### config.mk
export PLATFORM = sky130hd
export DESIGN_NAME = conv_frame_sequencer_flat
export DESIGN_NICKNAME = d
export VERILOG_FILES = /design/src/rtl/conv_frame_sequencer_pkg.sv /design/src/rtl/conv_frame_sequencer_if.sv /design/src/rtl/conv_frame_sequencer_valid_delay_line.sv /design/src/rtl/conv_frame_sequencer.sv /design/src/flat_wrapper.sv
export SDC_FILE = /design/constraint.sdc
export NUM_CORES = 1
export LEC_CHECK = 0
export BUFFER_PORTS_ARGS = -buffer_cell sky130_fd_sc_hd__buf_4
export CORE_ASPECT_RATIO = 0.8
export CORE_MARGIN = 3
export CORE_UTILIZATION = 40
export DETAILED_ROUTE_END_ITERATION = 6
export GPL_TIMING_DRIVEN = 0
export HOLD_SLACK_MARGIN = 0.08
export PLACE_DENSITY_LB_ADDON = 0.12
export SYNTH_ARGS = -nofsm -noshare
export SYNTH_HDL_FRONTEND = slang
export SYNTH_SLANG_ARGS = --single-unit
export TNS_END_PERCENT = 5
### constraint.sdc
create_clock -name clk -period 5.7 [get_ports clk]
set_input_delay 1.14 -clock clk [delete_from_list [all_inputs] [get_ports clk]]
set_output_delay 1.14 -clock clk [all_outputs]
set_load 0.01 [all_outputs]
### src/rtl/conv_frame_sequencer_pkg.sv
// conv_frame_sequencer_pkg: shared FSM state type and default map/kernel geometry
package conv_frame_sequencer_pkg;
  typedef enum logic [1:0] {ST_IDLE, ST_READ, ST_DRAIN, ST_DONE} state_t;
  localparam int H_DEF = 28;
  localparam int W_DEF = 28;
  localparam int K_DEF = 3;
  localparam int NPIX_DEF = H_DEF * W_DEF;
  localparam int NOUT_DEF = (H_DEF - K_DEF + 1) * (W_DEF - K_DEF + 1);
  function automatic int n_out(input int h, input int w, input int k);
    return (h - k + 1) * (w - k + 1);
  endfunction
endpackage

### src/rtl/conv_frame_sequencer_if.sv
// conv_frame_sequencer_if: start/stall control plus memory, line-buffer and result-store strobes
interface conv_frame_sequencer_if #(
  parameter int ADDR_W  = 10,
  parameter int OADDR_W = 10
);
  logic               start;
  logic               out_ready;
  logic               pipe_en;
  logic               in_rd_en;
  logic [ADDR_W-1:0]  in_rd_addr;
  logic               shift_en;
  logic               win_valid;
  logic               out_wr_en;
  logic [OADDR_W-1:0] out_wr_addr;
  logic               busy;
  logic               done;
  modport master (
    input  start, out_ready,
    output pipe_en, in_rd_en, in_rd_addr, shift_en, win_valid,
           out_wr_en, out_wr_addr, busy, done
  );
  modport slave (
    output start, out_ready,
    input  pipe_en, in_rd_en, in_rd_addr, shift_en, win_valid,
           out_wr_en, out_wr_addr, busy, done
  );
endinterface

### src/rtl/conv_frame_sequencer_valid_delay_line.sv
// valid_delay_line: N-stage 1-bit shift register advancing only when enabled
module valid_delay_line #(
  parameter int N = 4
) (
  input  logic clk,
  input  logic rst_n,
  input  logic en_i,
  input  logic d_i,
  output logic q_o
);
  logic [N-1:0] q_q;
  always_ff @(posedge clk or negedge rst_n) begin
    if (!rst_n) q_q <= '0;
    else if (en_i) begin
      q_q[0] <= d_i;
      for (int i = 1; i < N; i++) q_q[i] <= q_q[i-1];
    end
  end
  assign q_o = q_q[N-1];
endmodule

### src/rtl/conv_frame_sequencer.sv
// conv_frame_sequencer: raster-scans an HxW map, flags KxK windows and times result writes
module conv_frame_sequencer
  import conv_frame_sequencer_pkg::*;
#(
  parameter int H        = H_DEF,
  parameter int W        = W_DEF,
  parameter int K        = K_DEF,
  parameter int ADDR_W   = 10,
  parameter int OADDR_W  = 10,
  parameter int PIPE_LAT = 4
) (
  input logic clk,
  input logic rst_n,
  conv_frame_sequencer_if.master bus
);
  localparam int NPIX = H * W;
  localparam int NOUT = n_out(H, W, K);
  localparam int RW = $clog2(H + 1);
  localparam int CW = $clog2(W + 1);
  state_t             state_q, state_d;
  logic [ADDR_W-1:0]  rd_addr_q, rd_addr_d;
  logic [OADDR_W-1:0] wr_addr_q, wr_addr_d;
  logic [RW-1:0]      row_q, row_d;
  logic [CW-1:0]      col_q, col_d;
  logic               sh_q, sh_d;
  logic               busy, pipe_en, frame_start, rd, sh, win, wr, dl_q;
  assign busy        = (state_q == ST_READ) || (state_q == ST_DRAIN);
  assign pipe_en     = busy && bus.out_ready;
  assign frame_start = (state_q == ST_IDLE) && bus.start;
  assign rd          = (state_q == ST_READ) && pipe_en;
  assign sh          = sh_q && pipe_en;
  // row/col describe the pixel being shifted this cycle, one cycle behind the read
  assign win         = sh && (row_q >= RW'(K - 1)) && (col_q >= CW'(K - 1));
  assign wr          = dl_q && pipe_en;
  always_comb begin
    state_d   = frame_start ? ST_READ :
                (rd && rd_addr_q == ADDR_W'(NPIX - 1)) ? ST_DRAIN :
                (state_q == ST_DRAIN && wr && wr_addr_q == OADDR_W'(NOUT - 1)) ? ST_DONE :
                (state_q == ST_DONE) ? ST_IDLE : state_q;
    rd_addr_d = frame_start ? '0 : rd ? rd_addr_q + 1'b1 : rd_addr_q;
    wr_addr_d = frame_start ? '0 : wr ? wr_addr_q + 1'b1 : wr_addr_q;
    sh_d      = frame_start ? 1'b0 : pipe_en ? rd : sh_q;
    col_d     = frame_start ? '0 : !sh ? col_q : (col_q == CW'(W - 1)) ? '0 : col_q + 1'b1;
    row_d     = frame_start ? '0 : (sh && col_q == CW'(W - 1)) ? row_q + 1'b1 : row_q;
  end
  always_ff @(posedge clk or negedge rst_n) begin
    if (!rst_n) begin
      state_q   <= ST_IDLE;
      rd_addr_q <= '0;
      wr_addr_q <= '0;
      row_q     <= '0;
      col_q     <= '0;
      sh_q      <= 1'b0;
    end else begin
      state_q   <= state_d;
      rd_addr_q <= rd_addr_d;
      wr_addr_q <= wr_addr_d;
      row_q     <= row_d;
      col_q     <= col_d;
      sh_q      <= sh_d;
    end
  end
  valid_delay_line #(.N(PIPE_LAT)) u_dl (
    .clk  (clk),
    .rst_n(rst_n),
    .en_i (pipe_en),
    .d_i  (win),
    .q_o  (dl_q)
  );
  assign bus.pipe_en     = pipe_en;
  assign bus.in_rd_en    = rd;
  assign bus.in_rd_addr  = rd_addr_q;
  assign bus.shift_en    = sh;
  assign bus.win_valid   = win;
  assign bus.out_wr_en   = wr;
  assign bus.out_wr_addr = wr_addr_q;
  assign bus.busy        = busy;
  assign bus.done        = (state_q == ST_DONE);
endmodule

### src/flat_wrapper.sv
// flat-port wrapper written by rule: the top's interface ports become plain ports
module conv_frame_sequencer_flat import conv_frame_sequencer_pkg::*;
#(
  parameter int H        = H_DEF,
  parameter int W        = W_DEF,
  parameter int K        = K_DEF,
  parameter int ADDR_W   = 10,
  parameter int OADDR_W  = 10,
  parameter int PIPE_LAT = 4
)
  (clk, rst_n, bus_start, bus_out_ready, bus_pipe_en, bus_in_rd_en, bus_in_rd_addr, bus_shift_en, bus_win_valid, bus_out_wr_en, bus_out_wr_addr, bus_busy, bus_done);
  conv_frame_sequencer_if #(.ADDR_W(ADDR_W), .OADDR_W(OADDR_W)) bus_i ();
  input logic clk;
  input logic rst_n;
  input wire logic [$bits(bus_i.start)-1:0] bus_start;
  input wire logic [$bits(bus_i.out_ready)-1:0] bus_out_ready;
  output wire logic [$bits(bus_i.pipe_en)-1:0] bus_pipe_en;
  output wire logic [$bits(bus_i.in_rd_en)-1:0] bus_in_rd_en;
  output wire logic [$bits(bus_i.in_rd_addr)-1:0] bus_in_rd_addr;
  output wire logic [$bits(bus_i.shift_en)-1:0] bus_shift_en;
  output wire logic [$bits(bus_i.win_valid)-1:0] bus_win_valid;
  output wire logic [$bits(bus_i.out_wr_en)-1:0] bus_out_wr_en;
  output wire logic [$bits(bus_i.out_wr_addr)-1:0] bus_out_wr_addr;
  output wire logic [$bits(bus_i.busy)-1:0] bus_busy;
  output wire logic [$bits(bus_i.done)-1:0] bus_done;
  assign bus_i.start = bus_start;
  assign bus_i.out_ready = bus_out_ready;
  assign bus_pipe_en = bus_i.pipe_en;
  assign bus_in_rd_en = bus_i.in_rd_en;
  assign bus_in_rd_addr = bus_i.in_rd_addr;
  assign bus_shift_en = bus_i.shift_en;
  assign bus_win_valid = bus_i.win_valid;
  assign bus_out_wr_en = bus_i.out_wr_en;
  assign bus_out_wr_addr = bus_i.out_wr_addr;
  assign bus_busy = bus_i.busy;
  assign bus_done = bus_i.done;
  conv_frame_sequencer #(.H(H), .W(W), .K(K), .ADDR_W(ADDR_W), .OADDR_W(OADDR_W), .PIPE_LAT(PIPE_LAT)) u_core (.clk(clk), .rst_n(rst_n), .bus(bus_i));
endmodule
==> results.txt <==
----------------------------------------------------
[Status]
  Outcome ... finished, final reports clean

[Hold path]
  Worst min-delay path category ... flop to flop
  Hold path startpoint ... u_core.u_dl.q_q[0]$_DFFE_PN0N_

[Die]
  Die outline area ... 5898 sq um
  Site row count ... 22
  Die Height ... 69.30 um
  Standard cell core area ... 4707 sq um
  Die boundary width ... 85.12 um
  Initial cell density of the core ... 42.56%
  # IOs ... 31

[Placement]
  Worst slack after detailed placement ... 2.467 ns
  Port Buffer Count ... 29
  Final Wtd Congestion ... 0.7665
  HPWL reported at the end of detailed placement ... 3120 um
  Number of placed cells counting well taps ... 295
  Cell Area, Placed ... 2296 sq um

[Logic synthesis]
  Per-instance average area after synthesis ... 9.724 sq um
  Summed instance area of the synthesized netlist ... 2003 sq um
  Post-synthesis register bit count ... 37
  Async set-reset flop share out of synthesis ... 100.0%
  Cell taking the most area after synthesis ... sky130_fd_sc_hd__dfrtp_1
  Top cells by count, synth ... 37 x sky130_fd_sc_hd__dfrtp_1, 20 x sky130_fd_sc_hd__nand2_1, 17 x sky130_fd_sc_hd__a21oi_1
  Post-synthesis net count ... 220
  Number of enable flip-flop cells after synthesis ... 0
  Synth unique cells ... 37
  Yosys top cell area share ... 46.22%
  Synth warnings ... 0
  Most common cell in the synthesized netlist ... sky130_fd_sc_hd__dfrtp_1
  Synthesized instance count ... 206
  Cells taking the most area after synthesis ... sky130_fd_sc_hd__dfrtp_1 46%, sky130_fd_sc_hd__ha_1 6.2%, sky130_fd_sc_hd__a21oi_1 4.2%, sky130_fd_sc_hd__nand2_1 3.7%, sky130_fd_sc_hd__or4_1 3.7%
  Synth Flop Type ... sky130_fd_sc_hd__dfrtp_1
  Post-synthesis sequential area ratio ... 46.22%

[Worst setup path]
  Required time of the critical path ... 4.56 ns
  Class of the most critical setup path ... input port to output pin
  Crit end category ... output pin
  Critical path origin ... bus_out_ready
  Nature of the critical path startpoint ... input port
  Worst endpoint data arrival time ... 2.10 ns
  Crit path max fanout ... 10
  Reg-to-Reg Start ... u_core.state_q[0]$_DFFE_PN0P_

[Clock tree]
  Num CTS Buffers ... 5
  Total clock sinks ... 37
  H-tree level count ... 2
  Clock transition at the registers of the reported paths ... 0.07 ns
  Clk buf depth ... 2
  Number of buffers added to fix hold violations after cts ... 0
  CTS tree ... yes
  Post-CTS Setup Bufs ... 0
  Root buf cell ... sky130_fd_sc_hd__clkbuf_8
  Resized cells post-CTS ... 0
  Insertion delay to the later sink of the worst-skew pair ... 0.28 ns

[Power and ir drop]
  Power density cells ... 303.6 nW/um^2
  Static leakage ... 1.103 nW
  Design Power ... 0.7325 mW
  Highest ir drop seen on vdd ... 192.3 uV

[Timing]
  Time the worst path needs with I/O delays and setup ... 3.241 ns
  Worst Max-Slew Pin Slew ... 0.5000 ns
  Sum of negative setup slack ... 0 ns
  Worst hold slack ... 0.5024 ns
  Final critical-path setup slack ... 2.459 ns
  RSZ-0062 raised after global routing ... no
  Headroom to the max-slew limit ... 66.67%
  Setup skew after layout ... 0.004885 ns
  Setup Viol. Count Final ... 0
  Number of hold violations in the final report ... 0
  Final period util ... 56.86%
  Count of final max-slew check failures ... 0
  Maximum clock frequency ... 0.3086 GHz

[Global routing]
  Remaining Overflow, GRT ... 0
  Wire length of the first global-routing pass ... 7458 um
  Number of antenna violations at the first check in global routing ... 0
  Global router's overall resource usage ... 15.35%
  Pin count of the biggest net entering global routing ... 38
  Number of global-route vias before repair ... 1514

[Layout]
  Final instance count without filler cells ... 303
  Area of all placed cells without fillers ... 2412 sq um
  Layout cell share with drive strength beyond 1 ... 18.11%
  Register Area ... 925.9 sq um
  Antenna diode instance count ... 0
  Area overhead of the layout relative to synthesis ... 20.42%
  Fill cell instance count of the final layout ... 437
  Post-route core utilization ... 51.25%
  Nets ... 256
  Area occupied by multi-input gates ... 992.2 sq um

[Run]
  Maxcap violations ... 0

[Drt]
  Antenna-violating nets left ... 0
  Drt via density ... 5.393
  Sum of routed wire length over all layers ... 4355 um
  DR iter-0 viols ... 116
  First-pass detailed-route iteration total ... 4
  Via total after detailed routing ... 1634
  Wire per inst ... 14.37 um
  Post-detailed-route DRC marker count ... 0

----------------------------------------------------
-- layer usage --
layer | track usage [%] | vias up | wire length, um
met3 | 3.800 | 2 | 263
met5 | 0 | - | 0
li1 | - | 832 | -
met2 | 21.29 | 39 | 1796
met1 | 23.90 | 761 | 2275
met4 | 3.163 | 0 | 19
-- state kept, by name, summed over array words and instances, names as in the netlist --
register,cells
u_core.bus.in_rd_addr,10
u_core.bus.out_wr_addr,10
u_core.col_q,5
u_core.row_q,5
u_core.u_dl.q_q,4
u_core.state_q,2
u_core.sh_q,1
-- cell usage in the layout (no fill, tap or decap), drive strengths merged, types with 2 or more instances in the layout --
cell	Yosys	layout
or3	6	6
nand4bb	2	2
o21ai	6	6
mux2	3	3
buf	2	31
nand2	20	20
o21a	2	2
nand3	12	12
a311oi	2	2
dfrtp	37	37
xnor2	3	3
nor4	5	5
o311ai	2	2
nand2b	6	6
o31ai	7	7
mux2i	6	6
nor2	9	9
ha	10	10
inv	14	14
nand4	6	6
clkbuf	5	12
or4	11	11
o41ai	2	2
a21oi	17	17
-- critical path, stage by stage --
cell                       delay [ns]
sky130_fd_sc_hd__buf_2           0.18
sky130_fd_sc_hd__nand3_1         0.15
sky130_fd_sc_hd__clkbuf_1        0.25
sky130_fd_sc_hd__nor3_1          0.24
sky130_fd_sc_hd__buf_4           0.15
-- cells by family after synthesis --
group / after synthesis / synth area share, %
xor+xnor: 4 / 1.749
mux: 9 / 4.685
simple gates: 82 / 23.30
flops: 37 / 46.22
buf+inv: 22 / 4.247
fa+ha+maj: 10 / 6.246
compound gates: 42 / 13.55
-- layout make-up --
cell class / count / share of cell area [%]
flip-flops and latches: 37 / 38.38
plain buffers: 7 / 1.193
clock inverters: 1 / 1.245
well taps: 60 / 3.112
repair buffers: 29 / 9.025
multi-input cells: 147 / 41.13
clock buffers: 7 / 3.579
inverters: 15 / 2.334
-- where the power goes --
| group | switching [mW] | internal, mW |
|---|---|---|
| registers | 0.0438 | 0.295 |
| logic | 0.0882 | 0.0721 |
| clock network | 0.0907 | 0.143 |
-- final timing paths --
| kind | end | slack, ns | cells after the start |
|---|---|---|---|
| max | bus_win_valid | 2.46 | 5 |
| min | u_core.u_dl.q_q[0]$_DFFE_PN0N_ | 0.50 | 2 |
| max reg2reg | u_core.state_q[0]$_DFFE_PN0P_ | 3.59 | 6 |
| min reg2reg | u_core.u_dl.q_q[0]$_DFFE_PN0N_ | 0.50 | 2 |
| max in group asynchronous | u_core.row_q[4]$_DFFE_PN0P_ | 4.56 | 1 |
| min in group asynchronous | u_core.bus.out_wr_addr[9]$_DFFE_PN0P_ | 0.81 | 1 |
No activity file was read; power rests on OpenSTA's default activity.
